**src/rtl/alu_cmd_sequencer_pkg.sv**
```systemverilog
// Shared ALU definitions: default widths, opcodes, sequencer states, flags-byte layout.
// Latency: n/a (declarations only).
// Backpressure: n/a.
package alu_pkg;

   localparam int ALU_DATA_WIDTH = 8;
   localparam int ALU_OP_WIDTH   = 6;

   localparam logic [5:0] OP_ADD = 6'b100000;
   localparam logic [5:0] OP_SUB = 6'b100010;
   localparam logic [5:0] OP_AND = 6'b100100;
   localparam logic [5:0] OP_OR  = 6'b100101;
   localparam logic [5:0] OP_XOR = 6'b100110;
   localparam logic [5:0] OP_NOR = 6'b100111;
   localparam logic [5:0] OP_SRA = 6'b000011;
   localparam logic [5:0] OP_SRL = 6'b000010;

   typedef enum logic [2:0] {
      WAIT_A   = 3'd0,
      WAIT_B   = 3'd1,
      WAIT_OP  = 3'd2,
      EXEC     = 3'd3,
      SEND_RES = 3'd4,
      SEND_FLG = 3'd5
   } seq_state_t;

   // Bit positions inside the flags byte returned after the result byte.
   localparam int FLAG_ZERO_BIT = 0;
   localparam int FLAG_OVF_BIT  = 1;

endpackage

```
**src/rtl/alu_cmd_sequencer_if.sv**
```systemverilog
// Bundle of the rx byte stream, tx valid/ready stream and ALU operand/result bus.
// Latency: n/a (wiring only).
// Backpressure: tx side is valid/ready; rx side is a strobe with no backpressure.
interface alu_cmd_sequencer_if #(
   parameter int DATA_WIDTH = 8,
   parameter int OP_WIDTH   = 6
);
   logic [DATA_WIDTH-1:0] rx_data;
   logic                  rx_valid;
   logic [DATA_WIDTH-1:0] tx_data;
   logic                  tx_valid;
   logic                  tx_ready;
   logic [DATA_WIDTH-1:0] alu_a;
   logic [DATA_WIDTH-1:0] alu_b;
   logic [OP_WIDTH-1:0]   alu_op;
   logic [DATA_WIDTH-1:0] alu_result;
   logic                  alu_zero;
   logic                  alu_overflow;

   // Sequencer side.
   modport master (
      input  rx_data, rx_valid, tx_ready, alu_result, alu_zero, alu_overflow,
      output tx_data, tx_valid, alu_a, alu_b, alu_op
   );

   // Environment side: byte source, byte sink and the ALU.
   modport slave (
      output rx_data, rx_valid, tx_ready, alu_result, alu_zero, alu_overflow,
      input  tx_data, tx_valid, alu_a, alu_b, alu_op
   );
endinterface

```
**src/rtl/alu_cmd_sequencer.sv**
```systemverilog
// Parses A/B/opcode byte frames, drives the ALU, returns result then flags bytes.
// Latency: op-byte strobe at cycle n -> result byte valid at cycle n+2.
// Backpressure: tx holds until ready; rx bytes arriving while busy are dropped (rx_drop).
// Optional inter-byte timeout enabled by defining ALU_SEQ_TIMEOUT_EN.
module alu_cmd_sequencer
   import alu_pkg::*;
#(
   parameter int DATA_WIDTH     = ALU_DATA_WIDTH,
   parameter int OP_WIDTH       = ALU_OP_WIDTH,
   parameter int TIMEOUT_CYCLES = 1000000
) (
   input  logic                clk,
   input  logic                rst_n,
   alu_cmd_sequencer_if.master bus,
   output logic                busy,
   output logic                rx_drop,
   output logic                timeout_err
);

   seq_state_t state, state_nxt;

   logic [DATA_WIDTH-1:0] alu_a_q, alu_b_q, tx_data_q, flags_q, flags_nxt;
   logic [OP_WIDTH-1:0]   alu_op_q;
   logic                  tx_valid_q;
   logic                  load_a, load_b, load_op, do_exec, res_xfer, flg_xfer;
   logic                  tmo_fire;

   assign bus.alu_a    = alu_a_q;
   assign bus.alu_b    = alu_b_q;
   assign bus.alu_op   = alu_op_q;
   assign bus.tx_data  = tx_data_q;
   assign bus.tx_valid = tx_valid_q;

   assign busy = (state == EXEC) || (state == SEND_RES) || (state == SEND_FLG);

`ifdef ALU_SEQ_TIMEOUT_EN
   localparam int CNT_W = $clog2(TIMEOUT_CYCLES + 1);

   logic [CNT_W-1:0] idle_cnt;
   logic             in_partial;
   logic             timeout_err_q;

   assign in_partial  = (state == WAIT_B) || (state == WAIT_OP);
   // An rx byte on the expiry cycle is accepted instead of aborting the frame.
   assign tmo_fire    = in_partial && !bus.rx_valid && (idle_cnt == CNT_W'(TIMEOUT_CYCLES - 1));
   assign timeout_err = timeout_err_q;

   // Count consecutive idle cycles inside a partial frame; any byte or exit clears it.
   always_ff @(posedge clk) begin
      if (!rst_n) begin
         idle_cnt      <= '0;
         timeout_err_q <= 1'b0;
      end else begin
         timeout_err_q <= tmo_fire;
         if (in_partial && !bus.rx_valid && !tmo_fire)
            idle_cnt <= idle_cnt + 1'b1;
         else
            idle_cnt <= '0;
      end
   end
`else
   assign tmo_fire    = 1'b0;
   assign timeout_err = 1'b0;
`endif

   // State register.
   always_ff @(posedge clk) begin
      if (!rst_n) state <= WAIT_A;
      else        state <= state_nxt;
   end

   // Next-state and per-cycle datapath enables.
   always_comb begin
      state_nxt = state;
      load_a    = 1'b0;
      load_b    = 1'b0;
      load_op   = 1'b0;
      do_exec   = 1'b0;
      res_xfer  = 1'b0;
      flg_xfer  = 1'b0;
      flags_nxt = '0;
      flags_nxt[FLAG_ZERO_BIT] = bus.alu_zero;
      flags_nxt[FLAG_OVF_BIT]  = bus.alu_overflow;
      case (state)
         WAIT_A: begin
            if (bus.rx_valid) begin
               load_a    = 1'b1;
               state_nxt = WAIT_B;
            end
         end
         WAIT_B: begin
            if (bus.rx_valid) begin
               load_b    = 1'b1;
               state_nxt = WAIT_OP;
            end else if (tmo_fire) begin
               state_nxt = WAIT_A;
            end
         end
         WAIT_OP: begin
            if (bus.rx_valid) begin
               load_op   = 1'b1;
               state_nxt = EXEC;
            end else if (tmo_fire) begin
               state_nxt = WAIT_A;
            end
         end
         EXEC: begin
            do_exec   = 1'b1;
            state_nxt = SEND_RES;
         end
         SEND_RES: begin
            if (tx_valid_q && bus.tx_ready) begin
               res_xfer  = 1'b1;
               state_nxt = SEND_FLG;
            end
         end
         SEND_FLG: begin
            if (tx_valid_q && bus.tx_ready) begin
               flg_xfer  = 1'b1;
               state_nxt = WAIT_A;
            end
         end
         default: state_nxt = WAIT_A;
      endcase
   end

   // Operand, result/flags and tx registers; operands persist until the next frame.
   always_ff @(posedge clk) begin
      if (!rst_n) begin
         alu_a_q    <= '0;
         alu_b_q    <= '0;
         alu_op_q   <= '0;
         tx_data_q  <= '0;
         flags_q    <= '0;
         tx_valid_q <= 1'b0;
         rx_drop    <= 1'b0;
      end else begin
         rx_drop <= busy && bus.rx_valid;
         if (load_a)  alu_a_q  <= bus.rx_data;
         if (load_b)  alu_b_q  <= bus.rx_data;
         if (load_op) alu_op_q <= bus.rx_data[OP_WIDTH-1:0];
         if (do_exec) begin
            tx_data_q  <= bus.alu_result;
            flags_q    <= flags_nxt;
            tx_valid_q <= 1'b1;
         end
         if (res_xfer) tx_data_q  <= flags_q;
         if (flg_xfer) tx_valid_q <= 1'b0;
      end
   end

endmodule

```
**src/flat_wrapper.sv**
```systemverilog
// flat-port wrapper written by rule: the top's interface ports become plain ports
module alu_cmd_sequencer_flat import alu_pkg::*;
#(
   parameter int DATA_WIDTH     = ALU_DATA_WIDTH,
   parameter int OP_WIDTH       = ALU_OP_WIDTH,
   parameter int TIMEOUT_CYCLES = 1000000
)
  (clk, rst_n, busy, rx_drop, timeout_err, bus_rx_data, bus_rx_valid, bus_tx_ready, bus_alu_result, bus_alu_zero, bus_alu_overflow, bus_tx_data, bus_tx_valid, bus_alu_a, bus_alu_b, bus_alu_op);
  alu_cmd_sequencer_if #(.DATA_WIDTH(DATA_WIDTH), .OP_WIDTH(OP_WIDTH)) bus_i ();
  input  logic clk;
  input  logic rst_n;
  output logic busy;
  output logic rx_drop;
  output logic timeout_err;
  input wire logic [$bits(bus_i.rx_data)-1:0] bus_rx_data;
  input wire logic [$bits(bus_i.rx_valid)-1:0] bus_rx_valid;
  input wire logic [$bits(bus_i.tx_ready)-1:0] bus_tx_ready;
  input wire logic [$bits(bus_i.alu_result)-1:0] bus_alu_result;
  input wire logic [$bits(bus_i.alu_zero)-1:0] bus_alu_zero;
  input wire logic [$bits(bus_i.alu_overflow)-1:0] bus_alu_overflow;
  output wire logic [$bits(bus_i.tx_data)-1:0] bus_tx_data;
  output wire logic [$bits(bus_i.tx_valid)-1:0] bus_tx_valid;
  output wire logic [$bits(bus_i.alu_a)-1:0] bus_alu_a;
  output wire logic [$bits(bus_i.alu_b)-1:0] bus_alu_b;
  output wire logic [$bits(bus_i.alu_op)-1:0] bus_alu_op;
  assign bus_i.rx_data = bus_rx_data;
  assign bus_i.rx_valid = bus_rx_valid;
  assign bus_i.tx_ready = bus_tx_ready;
  assign bus_i.alu_result = bus_alu_result;
  assign bus_i.alu_zero = bus_alu_zero;
  assign bus_i.alu_overflow = bus_alu_overflow;
  assign bus_tx_data = bus_i.tx_data;
  assign bus_tx_valid = bus_i.tx_valid;
  assign bus_alu_a = bus_i.alu_a;
  assign bus_alu_b = bus_i.alu_b;
  assign bus_alu_op = bus_i.alu_op;
  alu_cmd_sequencer #(.DATA_WIDTH(DATA_WIDTH), .OP_WIDTH(OP_WIDTH), .TIMEOUT_CYCLES(TIMEOUT_CYCLES)) u_core (.clk(clk), .rst_n(rst_n), .bus(bus_i), .busy(busy), .rx_drop(rx_drop), .timeout_err(timeout_err));
endmodule
```
**config.mk**
```make
export PLATFORM = sky130hd
export DESIGN_NAME = alu_cmd_sequencer_flat
export DESIGN_NICKNAME = d
export VERILOG_FILES = /design/src/rtl/alu_cmd_sequencer_pkg.sv /design/src/rtl/alu_cmd_sequencer_if.sv /design/src/rtl/alu_cmd_sequencer.sv /design/src/flat_wrapper.sv
export SDC_FILE = /design/constraint.sdc
export NUM_CORES = 1
export LEC_CHECK = 0
export BUFFER_PORTS_ARGS = -buffer_cell sky130_fd_sc_hd__clkbuf_2
export CORE_AREA = 3 3 63 65
export CTS_CLUSTER_DIAMETER = 80
export CTS_CLUSTER_SIZE = 10
export DETAILED_ROUTE_END_ITERATION = 8
export DIE_AREA = 0 0 66 68
export GPL_TIMING_DRIVEN = 0
export PLACE_DENSITY = 0.71
export SLEW_MARGIN = 20
export SYNTH_ARGS = -nofsm -noshare
export SYNTH_HDL_FRONTEND = slang
export SYNTH_SLANG_ARGS = --single-unit
```
**constraint.sdc**
```tcl
create_clock -name clk -period 2 [get_ports clk]
set_clock_uncertainty 0.15 [all_clocks]
set_input_delay 0.2 -clock clk [delete_from_list [all_inputs] [get_ports clk]]
set_output_delay 0.2 -clock clk [all_outputs]
set_load 0.005 [all_outputs]
```
==> out/metrics.yaml <==
fmax_mhz: 618
wl_per_cell_um: 12.8
r2r_cells: 4
die-area_um2: 4490
r2r_setup_slack_ps: 530
netlist_instances: 161
cp_max_fo: 10
end_kind: "output port"
htree_levels: 2
grt_antenna_before_repair: 0
coreArea_um2: 3390
grt_pass1_wl_um: 5800
power.leakage_nw: 0.910
timing.setup.tns_ps: 0
row_count: 21
avgSynthCellArea_um2: 9.68
worst_r2r_endpoint: "u_core.bus.alu_a[0]"
cts_buffer_depth: 2
yosys_warnings: 0
clk-insertion-delay-late_ps: 340
worstHoldStart: "rst_n"
cts_root_buffer: "clkbuf_4"
drtIter0Drc: 59
nets: 262
period_needed_ps: 1620
drv_slew: 0
io_pins: 56
synth_fa_ha_area_share_pct: 0
area_growth_pct: 38.1
rsz0062_at_grt: "false"
power.density_nw_per_um2: 706
yosysTopAreaCellShare_pct: 47.6
hp-class: "in2reg"
power_mw: 1.52
num_antenna_cells: 0
whs_endpoint: "u_core.rx_drop"
worstPathArrival_ps: 1270
synthSimpleGateAreaFrac_pct: 25.0
synth_area_um2: 1560
synth_top_cell_by_area: "dfxtp_1"
path_clk_slew_ps: 110
grt_max_degree: 12
vias: 1363
gp_congestion: 0.759
hold-path-cell-count: 2
outcome: "complete, no violations"
drtPass1Iterations: 4
synth.distinct_cells: 30
muxShareOfSynthArea_pct: 9.00
peakVddDrop_v: 0.000569
dpl.hpwl_um: 2480
synthTopCellsByArea: "dfxtp_1 (48%), nand2_1 (9.2%), mux2i_1 (9.0%)"
grtUsageTotal_pct: 17.2
synth_seq_cells: 37
cts_resized: 0
synth-edff-count: 0
ant_nets: 0
synth.most_common_cell: "nand2_1"
hold_viol_final: 0
synthTopCellsByCount: "nand2_1 (38), dfxtp_1 (37), nor2b_1 (16), mux2i_1 (14), a21oi_1 (9)"
finalCritPeriodShare_pct: 80.9
synth_top_family_by_area: "simple AND/OR/NAND/NOR gates"
cts_tree: "built"
route.detailed.drc: 0
drive_gt1_share_pct: 32.4
place_area_um2: 1890
r2r-start: "u_core.state[0]"
wirelength_um: 3660
ys_seq_area_share_pct: 47.6
startpoint_type: "flip-flop"
synthFlopType: "dfxtp_1"
async_reset_ff_share_pct: 0
worstPathRequired_ps: 1650
cap_violations: 0
die_x_um: 66
clock-sinks: 37
vias_per_cell: 4.75
initial_utilization_pct: 46.0
io_buffers: 54
first_global_vias: 1224
grt_overflow: 0
critPathKind: "reg2out"
synth_compound_area_share_pct: 13.0
design_area_um2: 2150
synth_xor_area_share_pct: 0
setup_viol: 0
cts_made_buffers: 5
syn-num-nets: 183
die_y_um: 68
layer usage:
| layer | GRT usage [%] | wire length [um] | share of wire, % | up-vias |
|---|---|---|---|---|
| met5 | 0 | 0 | 0 | - |
| met2 | 28.0 | 1630 | 45 | 53 |
| met3 | 6.57 | 290 | 7.9 | 8 |
| met4 | 6.09 | 57 | 1.6 | 0 |
| met1 | 20.9 | 1680 | 46 | 602 |
| li1 | - | - | - | 700 |
how the worst max path moves through the flow:
stage,start,end,slack (ps),cells after the start
global route,u_core.state[0],busy,270,4
CTS,u_core.state[0],busy,370,4
detailed placement,u_core.state[1],u_core.bus.alu_b[0],540,5
global placement,u_core.state[0],u_core.bus.alu_a[7],550,4
floorplan,u_core.state[2],u_core.bus.alu_b[0],630,5
finish,u_core.state[0],busy,380,4
sequential cells by signal (all words and copies together), names as in the netlist:
signal               count
u_core.state             3
u_core.bus.tx_data       8
u_core.bus.alu_b         8
u_core.flags_q           2
u_core.bus.alu_a         8
u_core.rx_drop           1
u_core.bus.alu_op        6
u_core.bus.tx_valid      1
per-stage QoR:
step / hold slack, ps / setup WS [ps] / util (%) / cells
floorplan: 185 / 630 / - / 161
global placement: 274 / 551 / 55.6 / 261
detailed placement: 280 / 541 / 55.6 / 261
CTS: 12.7 / 365 / 63.5 / 287
global route: 16.8 / 267 / 63.5 / 287
finish: 23.3 / 382 / 63.5 / 287
cells in the final DEF, fill, tap and decap left out:
cell / count
a21bo_2: 2
a21boi_0: 2
a21boi_1: 8
a21o_1: 1
a21oi_1: 9
a31oi_1: 3
and3_2: 1
and3b_1: 1
and4bb_2: 1
buf_2: 2
buf_4: 5
buf_6: 2
bufinv_16: 1
clkbuf_1: 4
clkbuf_2: 54
clkbuf_4: 5
clkbuf_8: 1
conb_1: 1
dfxtp_1: 37
dlygate4sd3_1: 18
mux2i_1: 14
nand2_1: 38
nand2b_4: 1
nand3b_1: 2
nor2b_1: 16
nor3b_1: 2
nor4b_1: 1
nor4b_4: 1
nor4bb_4: 1
o21a_1: 1
o21ai_1: 1
o31a_1: 1
o31ai_1: 2
or2_2: 1
or4b_1: 1
power by group:
group          internal, mW  switching [mW]
Clock                 0.298           0.241
Combinational         0.111          0.0904
Sequential            0.763          0.0146
Total                  1.17           0.346
worst max-delay path, stage by stage (launching register included):
cell and delay (ps):
dfxtp_1 410, buf_4 200, nand3b_1 100, nand2_1 100, clkbuf_2 120
cell families (layout without fill, tap and decap cells):
kind of cell / after synthesis / count (layout)
other: 1 / 1
buffers and inverters: 12 / 92
multiplexers: 14 / 14
flip-flops: 37 / 37
AO/OA/AOI/OAI: 30 / 30
AND/OR/NAND/NOR: 67 / 67
what timing repair did:
item	in CTS	in global routing
hold buffers	18	0
setup buffers	0	0
endpoints found under the hold margin	20	0
final cells by class:
| type | instances | area, um2 |
|---|---|---|
| Sequential cell | 37 | 741 |
| Tap cell | 46 | 57.6 |
| Clock buffer | 7 | 55.1 |
| Fill cell | 293 | 1240 |
| Clock inverter | 1 | 30.0 |
| Timing Repair Buffer | 72 | 450 |
| Buffer | 12 | 81.3 |
| Multi-Input combinational cell | 112 | 736 |
Power figures use the tool's default switching activity.
